<file path="config.mk">
export PLATFORM = sky130hd
export DESIGN_NAME = sd_sector_sequencer
export DESIGN_NICKNAME = d
export VERILOG_FILES = /design/src/rtl/sd_sector_sequencer.sv
export SDC_FILE = /design/constraint.sdc
export NUM_CORES = 1
export LEC_CHECK = 0
export BUFFER_PORTS_ARGS = -buffer_cell sky130_fd_sc_hd__buf_4
export CORE_ASPECT_RATIO = 2
export CORE_UTILIZATION = 52
export CTS_CLUSTER_DIAMETER = 100
export DETAILED_ROUTE_END_ITERATION = 10
export GPL_ROUTABILITY_DRIVEN = 0
export PLACE_DENSITY = 0.82
export SYNTH_ARGS = -nofsm -noshare
export SYNTH_HDL_FRONTEND = slang
export SYNTH_SLANG_ARGS = --single-unit
</file>
<file path="constraint.sdc">
create_clock -name clk_sys -period 4 [get_ports clk_sys]
set_input_delay 0.2 -clock clk_sys [delete_from_list [all_inputs] [get_ports clk_sys]]
set_output_delay 0.2 -clock clk_sys [all_outputs]
set_load 0.01 [all_outputs]
</file>
<file path="src/rtl/sd_sector_sequencer.sv">
// sd_sector_sequencer: turns ZPU register strobes into one-hot sd_rd/sd_wr
// sector requests towards the HPS, owns the ZPU side of the 512-byte sector
// buffer and latches image mount events into firmware-visible status.
module sd_sector_sequencer #(
   parameter int          NSLOT   = 3,
   parameter logic [23:0] TIMEOUT = 24'd8000000,
   parameter int          ABITS   = 9
) (
   input  logic             clk_sys,
   input  logic             reset_n,
   input  logic [31:0]      zpu_out2,
   input  logic [31:0]      zpu_out3,
   input  logic             zpu_io_wr,
   input  logic             zpu_data_wr,
   input  logic             zpu_data_rd,
   output logic [7:0]       zpu_in2,
   output logic [31:0]      zpu_in3,
   output logic             zpu_err,
   output logic [ABITS-1:0] buf_addr,
   output logic             buf_wr,
   input  logic [7:0]       buf_q,
   output logic [31:0]      sd_lba,
   output logic [NSLOT-1:0] sd_rd,
   output logic [NSLOT-1:0] sd_wr,
   input  logic             sd_ack,
   input  logic [NSLOT-1:0] img_mounted,
   input  logic             img_readonly,
   input  logic [31:0]      img_size,
   input  logic [7:0]       ioctl_index,
   output logic             busy
);

   typedef enum logic [1:0] {IDLE, REQ, XFER, DONE} state_t;

   state_t state, state_nxt;

   logic       lba_sel, block_rd, block_wr;
   logic [2:0] drv_num;
   logic [1:0] slot;

   assign lba_sel  = zpu_out2[0];
   assign block_rd = zpu_out2[1];
   assign block_wr = zpu_out2[2];
   assign drv_num  = zpu_out2[5:3];
   // drv_num bit 1 does not take part in slot selection
   assign slot     = {drv_num[2], drv_num[0]};

   logic unused_bits;
   assign unused_bits = ^{zpu_out2[31:6], ioctl_index[5:0], drv_num[1]};

   // strobe history for edge detection
   logic data_wr_p1, data_wr_p2, data_wr_p3;
   logic data_rd_p1, block_rd_p1, block_wr_p1, ack_p1, mnt_p1;

   logic data_wr_rise, data_rd_fall, rd_rise, wr_rise, ack_fall, mnt_rise;
   logic blk_req, slot_bad, tmo_hit, locked;

   logic [23:0]      tmo_cnt;
   logic [NSLOT-1:0] req_mask;
   logic             req_wr;
   logic             io_done;
   logic [2:0]       fileno;
   logic [1:0]       filetype;
   logic             readonly, mounted;
   logic [31:0]      filesize;

   assign data_wr_rise = data_wr_p2 & ~data_wr_p3;
   assign data_rd_fall = data_rd_p1 & ~zpu_data_rd;
   assign rd_rise      = block_rd & ~block_rd_p1;
   assign wr_rise      = block_wr & ~block_wr_p1;
   assign ack_fall     = ack_p1 & ~sd_ack;
   assign mnt_rise     = (|img_mounted) & ~mnt_p1;
   assign blk_req      = (state == IDLE) & (rd_rise | wr_rise);
   assign slot_bad     = (slot == 2'd3);
   assign tmo_hit      = (state == REQ) & ~sd_ack & (tmo_cnt == TIMEOUT - 24'd1);

   assign zpu_in2 = {readonly, filetype, fileno, mounted, io_done};
   assign zpu_in3 = lba_sel ? filesize : {24'b0, buf_q};

   // FSM state register
   always_ff @(posedge clk_sys or negedge reset_n) begin
      if (!reset_n) state <= IDLE;
      else          state <= state_nxt;
   end

   // FSM next-state logic
   always_comb begin
      state_nxt = state;
      case (state)
         IDLE:    if (blk_req & ~slot_bad) state_nxt = REQ;
         REQ:     if (sd_ack) state_nxt = XFER;
                  else if (tmo_hit) state_nxt = IDLE;
         XFER:    if (ack_fall) state_nxt = DONE;
         DONE:    state_nxt = IDLE;
         default: state_nxt = IDLE;
      endcase
   end

   // FSM outputs: request bit only while waiting for the ack, buffer locked during HPS access
   always_comb begin
      busy   = 1'b0;
      locked = 1'b0;
      sd_rd  = '0;
      sd_wr  = '0;
      case (state)
         REQ: begin
            busy   = 1'b1;
            locked = 1'b1;
            if (req_wr) sd_wr = req_mask;
            else        sd_rd = req_mask;
         end
         XFER: begin
            busy   = 1'b1;
            locked = 1'b1;
         end
         DONE:    busy = 1'b1;
         default: busy = 1'b0;
      endcase
   end

   // request control: strobe history, timeout counter, done/error flags
   always_ff @(posedge clk_sys or negedge reset_n) begin
      if (!reset_n) begin
         data_wr_p1  <= 1'b0;
         data_wr_p2  <= 1'b0;
         data_wr_p3  <= 1'b0;
         data_rd_p1  <= 1'b0;
         block_rd_p1 <= 1'b0;
         block_wr_p1 <= 1'b0;
         ack_p1      <= 1'b0;
         tmo_cnt     <= '0;
         req_mask    <= '0;
         req_wr      <= 1'b0;
         io_done     <= 1'b0;
         zpu_err     <= 1'b0;
      end else begin
         data_wr_p1  <= zpu_data_wr;
         data_wr_p2  <= data_wr_p1;
         data_wr_p3  <= data_wr_p2;
         data_rd_p1  <= zpu_data_rd;
         block_rd_p1 <= block_rd;
         block_wr_p1 <= block_wr;
         ack_p1      <= sd_ack;
         if (state == REQ) tmo_cnt <= tmo_cnt + 24'd1;
         else              tmo_cnt <= '0;
         if (blk_req) begin
            if (slot_bad) begin
               io_done <= 1'b1;
               zpu_err <= 1'b1;
            end else begin
               io_done  <= 1'b0;
               zpu_err  <= 1'b0;
               req_mask <= NSLOT'(1) << slot;
               req_wr   <= ~rd_rise;   // read wins when both edges coincide
            end
         end else if (tmo_hit) begin
            io_done <= 1'b1;
            zpu_err <= 1'b1;
         end else if (state == DONE) begin
            io_done <= 1'b1;
         end
      end
   end

   // buffer port and LBA register
   always_ff @(posedge clk_sys or negedge reset_n) begin
      if (!reset_n) begin
         sd_lba   <= '0;
         buf_wr   <= 1'b0;
         buf_addr <= '0;
      end else begin
         if (data_wr_rise & lba_sel) sd_lba <= zpu_out3;
         buf_wr <= data_wr_rise & ~lba_sel & ~locked;
         if (zpu_io_wr)                   buf_addr <= '0;
         else if (buf_wr | data_rd_fall) buf_addr <= buf_addr + ABITS'(1);
      end
   end

   // mount event latch, active in every FSM state
   always_ff @(posedge clk_sys or negedge reset_n) begin
      if (!reset_n) begin
         mnt_p1   <= 1'b0;
         fileno   <= '0;
         filetype <= '0;
         readonly <= 1'b0;
         mounted  <= 1'b0;
         filesize <= '0;
      end else begin
         mnt_p1 <= |img_mounted;
         if (mnt_rise) begin
            if (img_mounted[2])      fileno <= 3'd4;
            else if (img_mounted[1]) fileno <= 3'd1;
            else                     fileno <= 3'd0;
            filetype <= ioctl_index[7:6];
            readonly <= img_readonly | img_mounted[2];
            filesize <= img_size;
            mounted  <= ~mounted;
         end
      end
   end

endmodule

</file>
# Word-level counts from Yosys, hierarchy flattened
# Index checks and enable logic that the tools add are counted.
# W data, S select, Z words.
[totals]
ff_bits = 121
in_bits = 122
out_inout_bits = 90
word_cells = 92
[classes]
n_addsub = 2
n_eq_ne = 8
shifts = 1
muxes = 23
bitwise_logic = 27
reduce_logical = 9
[ops]
columns = ["operator", "count"]
rows = [
  ["$mux W32", 1],
  ["$add A24 B1 Y24 const B", 1],
  ["$eq A24 B23 Y1 const B", 1],
  ["$mux W24", 1],
  ["$mux W9", 2],
  ["$mux W3", 5],
  ["$and A1 B1 Y1", 13],
  ["$not A1 Y1", 11],
  ["$add A9 B1 Y9 const B", 1],
  ["$mux W1", 9],
  ["$mux W2", 4],
  ["$pmux W2 S4", 1],
  ["$eq A2 B2 Y1 const B", 3],
  ["$reduce_or A3 Y1", 2],
  ["$reduce_bool A2 Y1", 2],
  ["$ne A3 B3 Y1 const B", 1],
  ["$or A1 B1 Y1", 3],
  ["$reduce_and A3 Y1", 1],
  ["$reduce_bool A3 Y1", 1],
  ["$shl A1 B2 Y3 const A", 1],
  ["$eq A2 B1 Y1 const B", 1],
  ["$logic_not A2 Y1", 1],
  ["$ne A2 B1 Y1 const B", 1],
  ["$ne A2 B2 Y1 const B", 1],
  ["2 further kinds", 2],
]

# Logic depth before layout (Yosys ltp)
[depth]
depth_word = 7
depth_mapped = 6
mapped_depth_nobuf = 6

# Worst setup path before layout
# OpenSTA, ideal clock, no wires.
[synth_timing]
kind = "flip-flop to flip-flop"
start = "register tmo_cnt[0]"
end = "register (tool-made name)"
t_arrival_ns = 1.726
setup_slack_ns = 2.153
path_stages_with_launch = 7
n_path_buf = 0
synth_period_minus_slack_ns = 1.847
cell_sequence = "dfrtp_1 ha_1 and4_4 nand2_4 or4_1 a32o_1 a22o_1"
[synth_lines]
columns = ["element", "line_no", "source"]
rows = [
  ["start, declared", "58", "logic [23:0] tmo_cnt;"],
  ["start signal, assigned", "144", "if (state == REQ) tmo_cnt <= tmo_cnt + 24'd1;"],
]

==> summary.md <==
| Metric | Value |
|---|---|
| Gates resized, CTS repair | 0 |
| Kind of path behind the tightest hold check | in -> reg |
| Max Fanout on Critical Path | 31 |
| Top cells by area in the synthesized netlist | dfrtp_1 (57%), mux2_2 (16%), and2_1 (5.9%), xnor2_1 (2.8%), xor2_1 (2.2%) |
| Routed length on met3 | around 570 um |
| Routed Antenna Nets | 0 |
| Clock Sinks | between 100 and 150 |
| Metal2 WL | ~7.3 mm |
| Setup Fix Bufs, Post-CTS | 0 |
| Layout cell share with drive strength beyond 1 | between 40% and 50% |
| Final Non-Filler Cells | between 700 and 800 |
| Total number of nets in the final design | approximately 730 |
| Iter 0 DRT Violations | 205 |
| FF+latch area | 3000 sq um |
| Slew at the pin closest to its max-slew limit | 851 ps |
| Share of Yosys cell area claimed by the top area cell type | 56.9% |
| Post-route met1 wirelength | between 4 and 5 mm |
| Largest clock skew in the final design | a little over 9 ps |
| Clock tree from TritonCTS | done |
| Utilization after layout | roughly three quarters |
| Cell Pwr Density | 529 nW/um^2 |
| Share of flip-flops with an asynchronous set or reset | 100% |
| Worst R2R Setup Slack | between 2000 and 2500 ps |
| Remaining DRCs | 0 |
| Input/output buffers | approximately 180 |
| Static leakage | between 3 and 4 nW |
| Outcome | finished, final reports clean |
| Crit share post-route | between 60% and 70% |
| Count of synthesis-stage warnings from yosys | 0 |
| Arrival time reported for the critical path endpoint | 2210 ps |
| Max Buffers Root-to-Sink | 2 |
| Width of the die | 73.2 um |
| Depth of the worst register-to-register path | 6 |
| Top layer reached by signal wires | met4 |
| Core footprint | about 9800 sq um |
| Final number of max-transition violations | 0 |
| Clock input transition at the sequential cells of the worst setup and hold paths | approximately 60 ps |
| Wire per inst | between 15 and 20 um |
| Vias after detailed routing | approximately 3900 |
| Number of primary I/O pins | around 210 |
| Filler Cells Inserted | roughly 670 |
| Post-CTS Hold Fix Bufs | 6 |
| Share of the yosys chip area belonging to registers | a little under three fifths |
| Post-Route Setup TNS | 0 ps |
| Number of maximum-capacitance constraint violations | 0 |
| Wire length of the first global-routing pass | about 20 mm |
| Critical path class | reg -> out |
| Highest-count cells in the layout ignoring fill and taps | buf_4 (181), dfrtp_1 (120), mux2_2 (75), and2_1 (50) |
| Layout overhead on the synthesized area | 39.3% |
| Num CTS Buffers | 17 |
| Worst Hold Depth | 2 |
| Netlist area before placement | about 5300 sq um |
| Detailed Routing Iterations Pass 1 | 5 |
| Sort of element at the start of the critical path | register |
| Number of storage elements in the synthesis netlist | between 100 and 150 |
| Effective utilization at floorplan | approximately 54% |
| Final total power | between 3 and 4 mW |
| Total routing usage reported by global routing | about a quarter |
| Required time at the endpoint of the critical path | 3800 ps |
| Maximum clock frequency | about 410 MHz |
| Number of failing setup endpoints in the final timing report | 0 |
| Clock Root Buffer | clkbuf_16 |
| Max-Slew Margin vs Limit | 43.2% |
| Clk Latency, worst-skew pair | ~410 ps |
| Number of flops mapped to enable cells by yosys | 0 |
| Leading area contributor after synthesis | dfrtp_1 |
| Via count of the first global-routing pass | 4212 |
| Die Y-Extent | 144 um |
| Largest net degree at the start of global routing | 61 |
| Worst ir drop on vdd | approximately 340 uV |
| Estimated wirelength of the detail-placed design | 8.93 mm |
| Antenna violations before repair | 0 |
| Combined area of the multi-input logic cells | around 2100 sq um |
| Aggregate routed wire length | 12.7 mm |
| Dpl cell area | 6710 sq um |
| Hold Fails Final Rpt | 0 |
| Final std cell area, no fill | about 7300 sq um |
| Nature of the critical path endpoint | output pin |
| Time the worst path needs with I/O delays and setup | ~2400 ps |
| Gate count after technology mapping | around 420 |
| Count of distinct cell types in the synthesized netlist | 42 |
| Most common cell after layout, fill and taps aside | buf_4 |
| Diode insertion count for antenna repair | 0 |
| RSZ-0062 raised after global routing | false |
| Die outline area | between 10000 and 15000 sq um |
| Post-Synthesis Mean Instance Area | 12.6 sq um |
| Post-synth net total | around 550 |
| Total placed cells including tap cells | ~710 |
| Via-per-instance ratio | approximately 5.2 |
| Leftover overflow at the end of global routing | 0 |
| Number of core rows | 51 |
| Total number of H-tree levels | 4 |
| Most instantiated flip-flop cell in the synthesis netlist | dfrtp_1 |
-- report_power, final --
group / total (mW) / internal [mW] / switching (mW) / leakage (nW)
clock: 1.48 / 0.917 / 0.565 / 0.272
sequential: 1.54 / 1.42 / 0.128 / 1.48
combinational: 0.859 / 0.474 / 0.385 / 1.79
total: 3.88 / 2.81 / 1.08 / 3.55
-- path summary, 6_finish.rpt --
path                                      start                        to
max in group asynchronous               reset_n   filesize[7]$_DFFE_PN0P_
max                                    register                  sd_rd[1]
max reg2reg                tmo_cnt[0]$_DFF_PN0_                  register
min                                img_size[23]  filesize[23]$_DFFE_PN0P_
min reg2reg                data_wr_p1$_DFF_PN0_      data_wr_p2$_DFF_PN0_
min in group asynchronous               reset_n     tmo_cnt[14]$_DFF_PN0_
-- cells by family after synthesis --
| logic type | Yosys count | synth area share [%] |
|---|---|---|
| xor gates and xnor gates | 30 | 4.98 |
| DFF | 120 | 56.9 |
| and+or+nand+nor | 134 | 14.9 |
| AOI/OAI and AO/OA | 18 | 2.37 |
| adders and majority gates | 7 | 1.66 |
| other | 1 | 0.0711 |
| buffers and inverters | 30 | 2.51 |
| muxes | 78 | 16.6 |
-- worst max-delay path: stages (launching register included) --
cell and delay (ps):
dfrtp_1 420, inv_1 110, ha_1 720, nor2b_1 270
and2_1 160, buf_4 120
-- Yosys cell counts (4+ instances only) --
master	instances
inv_1	11
and3_1	6
xor2_1	13
a21oi_1	4
nand2b_1	6
buf_2	4
dfrtp_1	120
nor4_1	4
nand4_1	8
nor2_1	16
buf_4	4
and2_1	50
ha_1	7
nand2_1	12
mux2_2	75
clkbuf_1	9
nand3_1	15
xnor2_1	17
-- state kept, by name, summed over array words and instances, names as in the netlist, 2 cells and up, named ones only --
signal	cells
filesize	32
sd_lba	32
tmo_cnt	24
buf_addr	9
req_mask	3
fileno	2
filetype	2
-- final cells by class --
cell class	instances	share of cell area (%)
clock inverters	14	2.08
inverters	11	0.562
clock buffers	17	5.79
multi-input cells	268	29.1
repair buffers	187	19.3
flip-flops and latches	120	40.9
well taps	132	2.25
-- metal layers --
metal / up-vias / track usage [%]
met4: 0 / 11.9
met2: 123 / 45.4
met5: - / 0
met1: 1953 / 26.0
li1: 1807 / -
met3: 26 / 6.69
-- stage by stage --
step                      worst slack, ps  hold slack [ps]
final                                1590             19.6
after global routing                 1390             7.03
after CTS                            1550             5.04
after detailed placement             2000              311
after global placement               2060              312
after floorplan                      2150            -95.6
Power figures use the tool's default switching activity.
